`src/rtl/i2c_pkg.sv`:
```
// Shared encodings for the N-byte I2C master: one-hot FSM states, quarter-phase
// indices and the effective byte-count helper.
package i2c_pkg;

    typedef enum logic [8:0] {
        StIdle    = 9'b000000001,
        StStart   = 9'b000000010,
        StAddr    = 9'b000000100,
        StAddrAck = 9'b000001000,
        StWdata   = 9'b000010000,
        StWack    = 9'b000100000,
        StRdata   = 9'b001000000,
        StMack    = 9'b010000000,
        StStop    = 9'b100000000
    } state_e;

    localparam logic [1:0] PhQ0 = 2'd0;
    localparam logic [1:0] PhQ1 = 2'd1;
    localparam logic [1:0] PhQ2 = 2'd2;
    localparam logic [1:0] PhQ3 = 2'd3;

    // Requested byte count clipped to what the payload registers can hold.
    function automatic logic [2:0] eff_count(input logic [2:0] nbytes, input int unsigned maxb);
        return (32'(nbytes) > maxb) ? 3'(maxb) : nbytes;
    endfunction

endpackage

```
`src/rtl/i2c_clk_gen.sv`:
```
// Quarter-period tick generator: tick_o pulses on the last CLK of each quarter,
// phase_o is the index of the quarter currently in progress.
module i2c_clk_gen
    import i2c_pkg::*;
#(
    parameter int unsigned CLK_DIV = 4
) (
    input  logic       CLK,
    input  logic       RESET,
    input  logic       en_i,
    output logic       tick_o,
    output logic [1:0] phase_o
);

    localparam int unsigned CntW = (CLK_DIV > 1) ? $clog2(CLK_DIV) : 1;
    localparam logic [CntW-1:0] CntMax = CntW'(CLK_DIV - 1);

    logic [CntW-1:0] cnt_q, cnt_d;
    logic [1:0]      phase_q, phase_d;

    assign tick_o  = en_i && (cnt_q == CntMax);
    assign phase_o = phase_q;

    always_comb begin
        cnt_d   = cnt_q;
        phase_d = phase_q;
        if (!en_i) begin
            cnt_d   = '0;
            phase_d = PhQ0;
        end else if (tick_o) begin
            cnt_d   = '0;
            phase_d = phase_q + 2'd1;
        end else begin
            cnt_d = cnt_q + 1'b1;
        end
    end

    always_ff @(posedge CLK) begin
        if (!RESET) begin
            cnt_q   <= '0;
            phase_q <= PhQ0;
        end else begin
            cnt_q   <= cnt_d;
            phase_q <= phase_d;
        end
    end

endmodule

```
`src/rtl/i2c_master_nbyte.sv`:
```
// Single-master I2C controller moving up to MAXB data bytes per transaction,
// with all bus-facing and status outputs registered.
module i2c_master_nbyte
    import i2c_pkg::*;
#(
    parameter int unsigned MAXB    = 2,
    parameter int unsigned CLK_DIV = 4
) (
    input  logic              CLK,
    input  logic              RESET,
    input  logic              START_STB,
    input  logic              RNW,
    input  logic [6:0]        I2C_ADDR,
    input  logic [2:0]        NBYTES,
    input  logic [8*MAXB-1:0] WR_DATA,
    input  logic              SDA_IN,
    output logic              SCL,
    output logic              SDA_OUT,
    output logic              SDA_OE,
    output logic [8*MAXB-1:0] RD_DATA,
    output logic              BUSY,
    output logic              DONE,
    output logic              NACK_ERR
);

    localparam int unsigned W = 8 * MAXB;

    state_e         state_q, state_d;
    logic [2:0]     bit_q, bit_d;
    logic [2:0]     rem_q, rem_d;
    logic [7:0]     sh_q, sh_d;
    logic           rnw_q, rnw_d;
    logic           ack_q, ack_d;
    logic [W-1:0]   wr_q, wr_d;
    logic [W-1:0]   rd_q, rd_d;
    logic           scl_q, scl_d;
    logic           sda_q, sda_d;
    logic           oe_q, oe_d;
    logic           busy_q, busy_d;
    logic           done_q, done_d;
    logic           nack_q, nack_d;

    logic           tick;
    logic [1:0]     phase;
    logic           bit_end, q2_start, q3_start;
    logic [2:0]     byte_idx;
    logic [7:0]     next_byte;

    i2c_clk_gen #(
        .CLK_DIV (CLK_DIV)
    ) u_clk_gen (
        .CLK     (CLK),
        .RESET   (RESET),
        .en_i    (busy_q),
        .tick_o  (tick),
        .phase_o (phase)
    );

    // Events take effect on the edge that opens the named quarter.
    assign bit_end  = tick && (phase == PhQ3);
    assign q2_start = tick && (phase == PhQ1);
    assign q3_start = tick && (phase == PhQ2);

    // rem_q counts bytes not yet started, so the next byte sits at index rem_q-1.
    assign byte_idx = rem_q - 3'd1;

    always_comb begin
        next_byte = '0;
        for (int i = 0; i < int'(MAXB); i++) begin
            if (byte_idx == 3'(i)) next_byte = wr_q[8*i +: 8];
        end
    end

    always_comb begin
        state_d = state_q;
        bit_d   = bit_q;
        rem_d   = rem_q;
        sh_d    = sh_q;
        rnw_d   = rnw_q;
        ack_d   = ack_q;
        wr_d    = wr_q;
        rd_d    = rd_q;
        scl_d   = scl_q;
        sda_d   = sda_q;
        oe_d    = oe_q;
        nack_d  = nack_q;
        done_d  = 1'b0;

        if (q2_start) scl_d = 1'b1;
        if (bit_end)  scl_d = 1'b0;

        unique case (state_q)
            StIdle: begin
                if (START_STB) begin
                    state_d = StStart;
                    rnw_d   = RNW;
                    wr_d    = WR_DATA;
                    rd_d    = '0;
                    nack_d  = 1'b0;
                    rem_d   = eff_count(NBYTES, MAXB);
                    sh_d    = {I2C_ADDR, RNW};
                    bit_d   = '0;
                end
            end
            StStart: begin
                if (q2_start) sda_d = 1'b0;
                if (bit_end) begin
                    state_d = StAddr;
                    sda_d   = sh_q[7];
                    sh_d    = {sh_q[6:0], 1'b0};
                end
            end
            StAddr, StWdata: begin
                if (bit_end) begin
                    if (bit_q == 3'd7) begin
                        state_d = (state_q == StAddr) ? StAddrAck : StWack;
                        oe_d    = 1'b0;
                        bit_d   = '0;
                        if (state_q == StWdata) rem_d = rem_q - 3'd1;
                    end else begin
                        bit_d = bit_q + 3'd1;
                        sda_d = sh_q[7];
                        sh_d  = {sh_q[6:0], 1'b0};
                    end
                end
            end
            StAddrAck, StWack: begin
                if (q2_start) ack_d = SDA_IN;
                if (bit_end) begin
                    if (ack_q || rem_q == '0) begin
                        if (ack_q) nack_d = 1'b1;
                        state_d = StStop;
                        oe_d    = 1'b1;
                        sda_d   = 1'b0;
                    end else if (rnw_q) begin
                        state_d = StRdata;
                    end else begin
                        state_d = StWdata;
                        oe_d    = 1'b1;
                        sda_d   = next_byte[7];
                        sh_d    = {next_byte[6:0], 1'b0};
                    end
                end
            end
            StRdata: begin
                if (q2_start) rd_d = {rd_q[W-2:0], SDA_IN};
                if (bit_end) begin
                    if (bit_q == 3'd7) begin
                        state_d = StMack;
                        oe_d    = 1'b1;
                        bit_d   = '0;
                        rem_d   = rem_q - 3'd1;
                        // NACK the final byte so the slave releases SDA for STOP.
                        sda_d   = (rem_q == 3'd1);
                    end else begin
                        bit_d = bit_q + 3'd1;
                    end
                end
            end
            StMack: begin
                if (bit_end) begin
                    if (rem_q != '0) begin
                        state_d = StRdata;
                        oe_d    = 1'b0;
                    end else begin
                        state_d = StStop;
                        sda_d   = 1'b0;
                    end
                end
            end
            StStop: begin
                if (q3_start) sda_d = 1'b1;
                if (bit_end) begin
                    state_d = StIdle;
                    scl_d   = 1'b1;
                    sda_d   = 1'b1;
                    oe_d    = 1'b1;
                    done_d  = 1'b1;
                end
            end
            default: state_d = StIdle;
        endcase

        busy_d = (state_d != StIdle);
    end

    always_ff @(posedge CLK) begin
        if (!RESET) begin
            state_q <= StIdle;
            bit_q   <= '0;
            rem_q   <= '0;
            sh_q    <= '0;
            rnw_q   <= 1'b0;
            ack_q   <= 1'b0;
            wr_q    <= '0;
            rd_q    <= '0;
            scl_q   <= 1'b1;
            sda_q   <= 1'b1;
            oe_q    <= 1'b1;
            busy_q  <= 1'b0;
            done_q  <= 1'b0;
            nack_q  <= 1'b0;
        end else begin
            state_q <= state_d;
            bit_q   <= bit_d;
            rem_q   <= rem_d;
            sh_q    <= sh_d;
            rnw_q   <= rnw_d;
            ack_q   <= ack_d;
            wr_q    <= wr_d;
            rd_q    <= rd_d;
            scl_q   <= scl_d;
            sda_q   <= sda_d;
            oe_q    <= oe_d;
            busy_q  <= busy_d;
            done_q  <= done_d;
            nack_q  <= nack_d;
        end
    end

    assign SCL      = scl_q;
    assign SDA_OUT  = sda_q;
    assign SDA_OE   = oe_q;
    assign RD_DATA  = rd_q;
    assign BUSY     = busy_q;
    assign DONE     = done_q;
    assign NACK_ERR = nack_q;

endmodule

```
`config.mk`:
```
export PLATFORM = sky130hd
export DESIGN_NAME = i2c_master_nbyte
export DESIGN_NICKNAME = d
export VERILOG_FILES = /design/src/rtl/i2c_pkg.sv /design/src/rtl/i2c_clk_gen.sv /design/src/rtl/i2c_master_nbyte.sv
export SDC_FILE = /design/constraint.sdc
export NUM_CORES = 1
export LEC_CHECK = 0
export CAP_MARGIN = 25
export CORE_UTILIZATION = 49
export CTS_CLUSTER_SIZE = 16
export DETAILED_ROUTE_END_ITERATION = 16
export GPL_TIMING_DRIVEN = 0
export PLACE_DENSITY_LB_ADDON = 0.12
export SLEW_MARGIN = 15
export SYNTH_ARGS = -nofsm -noshare
export SYNTH_HDL_FRONTEND = slang
export SYNTH_SLANG_ARGS = --single-unit
```
`constraint.sdc`:
```
create_clock -name CLK -period 2.2 [get_ports CLK]
set_input_delay 0.33 -clock CLK [delete_from_list [all_inputs] [get_ports CLK]]
set_output_delay 0.33 -clock CLK [all_outputs]
set_load 0.02 [all_outputs]
```
After elaboration in Yosys (flattened, before gate mapping)
Cells that the tools add are included.
- reductions and logical operators: 30
- mux-type cells: 74
- bitwise logic cells: 2
- order comparisons: 1
- add/sub/neg operators: 4
- equal/unequal tests: 39
- operator list (cell ; number):
    $mux W9 ; 11
    $mux W8 ; 9
    $pmux W9 S7 ; 1
    $ne A2 B2 Y1 const B ; 18
    $mux W1 ; 32
    $mux W16 ; 2
    $pmux W16 S2 ; 1
    $pmux W8 S4 ; 1
    $mux W3 ; 10
    $reduce_and A11 Y1 ; 1
    $reduce_and A10 Y1 ; 1
    $eq A9 B1 Y1 const B ; 1
    $eq A9 B2 Y1 const B ; 1
    $eq A9 B3 Y1 const B ; 1
    $eq A9 B4 Y1 const B ; 1
    $eq A9 B5 Y1 const B ; 1
    $eq A9 B6 Y1 const B ; 1
    $eq A9 B7 Y1 const B ; 1
    $eq A9 B8 Y1 const B ; 1
    $eq A9 B9 Y1 const B ; 1
    $ne A3 B3 Y1 const B ; 3
    $ne A9 B1 Y1 const B ; 1
    $pmux W3 S3 ; 1
    $reduce_and A2 Y1 ; 4
    30 further kinds ; 45
- input port bits: 31
- register bits: 67

Longest topological paths before layout
Gate-level depths: netlist of the first run.
- depth in word-level cells: 8
- depth in mapped cells: 9
- mapped depth without buffers: 8

By module
From an unflattened synthesis of the first run, not the netlist that was laid out.
- cells, all modules: 472
- area, all modules: 3598.5 µm²
- modules (own cells, without submodules) (module ; instances ; area each (µm²) ; sequential area each (µm²) ; cells each):
    i2c_master_nbyte ; 1 ; 3447.1 ; 1261.2 ; 458
    i2c_clk_gen ; 1 ; 151.4 ; 80.1 ; 14

Least setup slack after synthesis of the first run
OpenSTA, ideal clock, no wires.
- path type: register to register
- from: register state_q[5]
- to: register rd_q[10] (netlist: RD_DATA[10])
- period minus slack after synthesis: 2300 ps
- path buffers: 2
- data arrival time: 2230 ps
- cell stages (with the launch flop): 9
- setup slack: -100 ps
- cell sequence: dfxtp_1 buf_2 or4_1 or4_1 mux2i_1 a21oi_2 buf_2 nand3_1 a21oi_1
- cells in the longest elaborated chain, start to end: 3
- RTL lines (item ; RTL line ; text):
    start, declared ; i2c_master_nbyte.sv:28 ; state_e state_q, state_d;
    start signal, assigned ; i2c_master_nbyte.sv:189 ; state_q <= StIdle;
    start signal, assigned ; i2c_master_nbyte.sv:204 ; state_q <= state_d;
    $eq A9 B7 Y1 / $eq A9 B1 Y1 (equally long branches) ; i2c_master_nbyte.sv:92 ; unique case (state_q)
    $ne A2 B2 Y1 (no source line) / $reduce_bool A2 Y1 (equally long branches) ; - ;
    $reduce_and A3 Y1 (no source line) ; - ;
    end signal, assigned ; i2c_master_nbyte.sv:211 ; rd_q <= rd_d;
    end, declared ; i2c_master_nbyte.sv:35 ; logic [W-1:0] rd_q, rd_d;
Several ways; a longest one is shown, not always the timed one.
A chain may end at the register's enable or synchronous reset.

Worst setup path in the final report of the first run
- from: register state_q[5]
- to: register rem_q[2]
- cells in the longest elaborated chain, start to end: 4
- RTL lines (item ; RTL line ; text):
    $eq A9 B3 Y1 / $eq A9 B5 Y1 (equally long branches) ; i2c_master_nbyte.sv:92, i2c_master_nbyte.sv:119 ;
    $reduce_or A2 Y1 ; i2c_master_nbyte.sv:92 ;
    $ne A2 B2 Y1 (no source line) / $reduce_bool A3 Y1 (equally long branches) ; - ;
    $reduce_and A7 Y1 (no source line) ; - ;
    end signal, assigned ; i2c_master_nbyte.sv:206 ; rem_q <= rem_d;
    end, declared ; i2c_master_nbyte.sv:30 ; logic [2:0] rem_q, rem_d;
Several ways; a longest one is shown, not always the timed one.

==> results of run 1 <==
[worst paths after layout]
kind                 startpoint                  to  slack [ns]  cells after the start
max                  state_q[5]            rem_q[2]       -0.16                      7
max reg2reg          state_q[5]            rem_q[2]       -0.16                      7
min          u_clk_gen.cnt_q[0]  u_clk_gen.cnt_q[0]        0.43                      1
min reg2reg  u_clk_gen.cnt_q[0]  u_clk_gen.cnt_q[0]        0.43                      1
[area by class of cell]
type                    instances  area [µm²]  area share
multi-input cells             352        2330       0.473
flip-flops and latches         67        1360       0.277
repair buffers                 76         709       0.144
plain buffers                  24         153      0.0310
clock buffers                  10         128      0.0259
well taps                      96         120      0.0244
clock inverters                 6        90.1      0.0183
inverters                       9        33.8     0.00686
[cell usage after synthesis, types with 3 or more instances]
cell	n	share of area
a211oi_1	4	0.0085
a21oi_1	59	0.084
a311oi_1	7	0.017
a31oi_1	4	0.0071
and3_1	4	0.0071
and4_1	4	0.0099
buf_2	6	0.0085
clkbuf_1	20	0.021
dfxtp_1	67	0.38
ha_1	10	0.035
inv_1	9	0.0096
mux2i_1	6	0.017
nand2_1	77	0.082
nand2b_1	6	0.011
nand3_1	29	0.041
nand4_1	16	0.028
nor2_1	47	0.050
nor2b_1	4	0.0071
nor3_1	7	0.0099
nor4_1	4	0.0071
o21ai_0	6	0.0085
o22ai_1	4	0.0071
or3_1	4	0.0071
or4_1	4	0.0085
or4b_1	3	0.0085
xnor2_1	3	0.0074
[layer usage]
layer | up-vias | part of all wire
li1 | 1810 | -
met5 | - | 0
met3 | 27 | 0.067
met1 | 1787 | 0.44
met2 | 178 | 0.47
met4 | 0 | 0.025
[worst max-delay path, stage by stage (launching register included)]
cell,delay [ns]
dfxtp_4,0.40
buf_4,0.15
nor4_4,0.25
buf_4,0.20
nand4_1,0.22
a311o_1,0.40
or4b_1,0.49
a21oi_1,0.17
[kinds of logic (layout without fill, tap and decap cells)]
family / count (synthesis) / after routing / synth area share
and+or+nand+nor: 227 / 227 / 0.320
AOI/OAI and AO/OA: 104 / 104 / 0.185
DFF: 67 / 67 / 0.380
buffers and inverters: 40 / 125 / 0.0499
adders and majority gates: 10 / 10 / 0.0354
muxes: 6 / 6 / 0.0170
xor gates and xnor gates: 5 / 5 / 0.0124
[timing repair]
action / in CTS / in global routing
setup endpoints to repair: 51 / 47
pin swaps: 22 / 10
gates resized for setup: 60 / 45
buffers inserted: 14 / 10
cloned: 1 / 0
[state kept, by name, summed over array words and instances (netlist names)]
register           cells
BUSY                   1
DONE                   1
NACK_ERR               1
RD_DATA               16
SCL                    1
SDA_OE                 1
SDA_OUT                1
ack_q                  1
bit_q                  3
rem_q                  3
rnw_q                  1
sh_q                   8
state_q                9
u_clk_gen.cnt_q        2
u_clk_gen.phase_o      2
wr_q                  16
[power by group through the flow]
stage	registers [mW]	logic (mW)	clock network [mW]
CTS	1.32	0.500	1.16
global placement	1.33	0.437	0
finish	1.32	0.548	1.15
detailed placement	1.33	0.445	0
floorplan	1.33	0.295	0
global route	1.32	0.595	1.22
[through the flow]
stage,cells,setup WS [ns],util,instance area (µm²),total power [mW]
after floorplan,459,-0.0237,-,3560,1.62
final,640,-0.162,0.717,4920,3.01
after CTS,630,-0.120,0.684,4700,2.98
after detailed placement,606,-0.442,0.610,4190,1.77
after global placement,606,-0.374,0.610,4190,1.76
after global routing,640,-0.227,0.717,4920,3.13
==> metrics.md, run 1 <==
| Metric | Value |
|---|---|
| Maxcap violations | `0` |
| Initial antenna violation count | `0` |
| P&R area growth vs syn | `39.4%` |
| Layout fillers | `597` |
| Nets | `580` |
| Least-Margin Pin Slew | `0.726 ns` |
| Busiest grt layer | `met2` |
| Clk buf depth | `2` |
| Avg Vias per Cell | `5.94` |
| Internal power | `2.16 mW` |
| Critical Path Source Type | `flop` |
| Switching Share | `0.282` |
| Power share of the clock group | `0.381` |
| Register area share after synthesis | `0.380` |
| First DRT Iteration DRCs | `250` |
| Antenna fix cells | `0` |
| Number of synthesized register bits | `67` |
| Endpoint type of the worst setup path | `flop` |
| H-Tree Level Count | `3` |
| Status | `finished with violations` |
| Number of synthesized flops with an enable pin | `0` |
| Die area | `7550 µm²` |
| Post-Syn Instances | `459` |
| Final Hold Fails | `0` |
| Final worst path period need | `2.36 ns` |
| Hold Buf Count CTS | `0` |
| Die Wd | `86.9 µm` |
| Avg Cell Area, Syn | `7.70 µm²` |
| Layout Skew | `0.00695 ns` |
| Sw Pwr | `0.848 mW` |
| Clock Pin Slew Worst Setup and Hold Paths | `0.08 ns` |
| TritonCTS clock tree | `yes` |
| F_max | `0.423 GHz` |
| GRT met1 Usage | `0.398` |
| Final period util | `1.07` |
| Core Area | `6870 µm²` |
| WP data required | `2.46 ns` |
| DR vias | `3802` |
| Worst-Skew Late Latency | `0.34 ns` |
| I/O Pins | `53` |
| Die H | `86.9 µm` |
| Flop pwr share | `0.437` |
| DRT Wirelength | `10.9 mm` |
| Min Hold Slack | `0.432 ns` |
| Post-Syn Area | `3530 µm²` |
| Worst vdd ir | `0.000443 V` |
| DPL Wire Length | `7.45 mm` |
| Commonest non-fill, non-tap cell in the layout | `nand2_1` |
| Setup CP Type | `reg2reg` |
| Setup WS post-layout | `-0.162 ns` |
| Remaining Overflow, GRT | `0` |
| Max-slew violations | `0` |
| Setup TNS | `-3.61 ns` |
| Comb power frac | `0.182` |
| Met3 usage | `0.0701` |
| Max-slew headroom | `0.516` |
| Crit path DAT | `2.62 ns` |
| PwrDens | `611 nW/µm²` |
| Routability cong. | `0.975` |
| Number of port buffers | `51` |
| Cts bufs inserted | `9` |
| Tightest Hold Check Type | `reg2reg` |
| DR pass1 iterations | `5` |
| Wirelength per Cell | `17.1 µm` |
| Final Setup Violations | `50` |
| Row count | `30` |
| Clk root buf | `clkbuf_8` |
| GRT Total Usage | `0.298` |
| Share of cells above drive strength 1 | `0.241` |
| Most frequent cells in the layout | `nand2_1, dfxtp_1, clkdlybuf4s50_1` |
| DR DRC count | `0` |
| Largest net degree at the start of global routing | `13` |
| Final ANT Viol Nets | `0` |
| RSZ-0062 raised after global routing | `true` |
| Netlist cell types | `60` |
| Crit Path Max Fanout | `8` |
| Leak Pwr | `1.78 nW` |
| GRT met2 Usage | `0.457` |
| Net Count, Synth | `500` |
| First-pass GRT wire length | `17.3 mm` |
| Failing checks | `negative setup slack` |
| # clock sinks | `67` |
| Top FF cell, synth | `dfxtp_1` |
| Fraction of registers with async set/reset | `0` |
| Vias in the first global route | `3458` |
| Initial Utilization | `0.514` |
| Synth warnings | `0` |
(Power assumes the default switching activity.)
==> run 2, diff against run 1 <==
- CAP_MARGIN: 25 -> 20
==> results of run 2 <==
The final DEF is identical to that of run 1; final timing and power are the same.
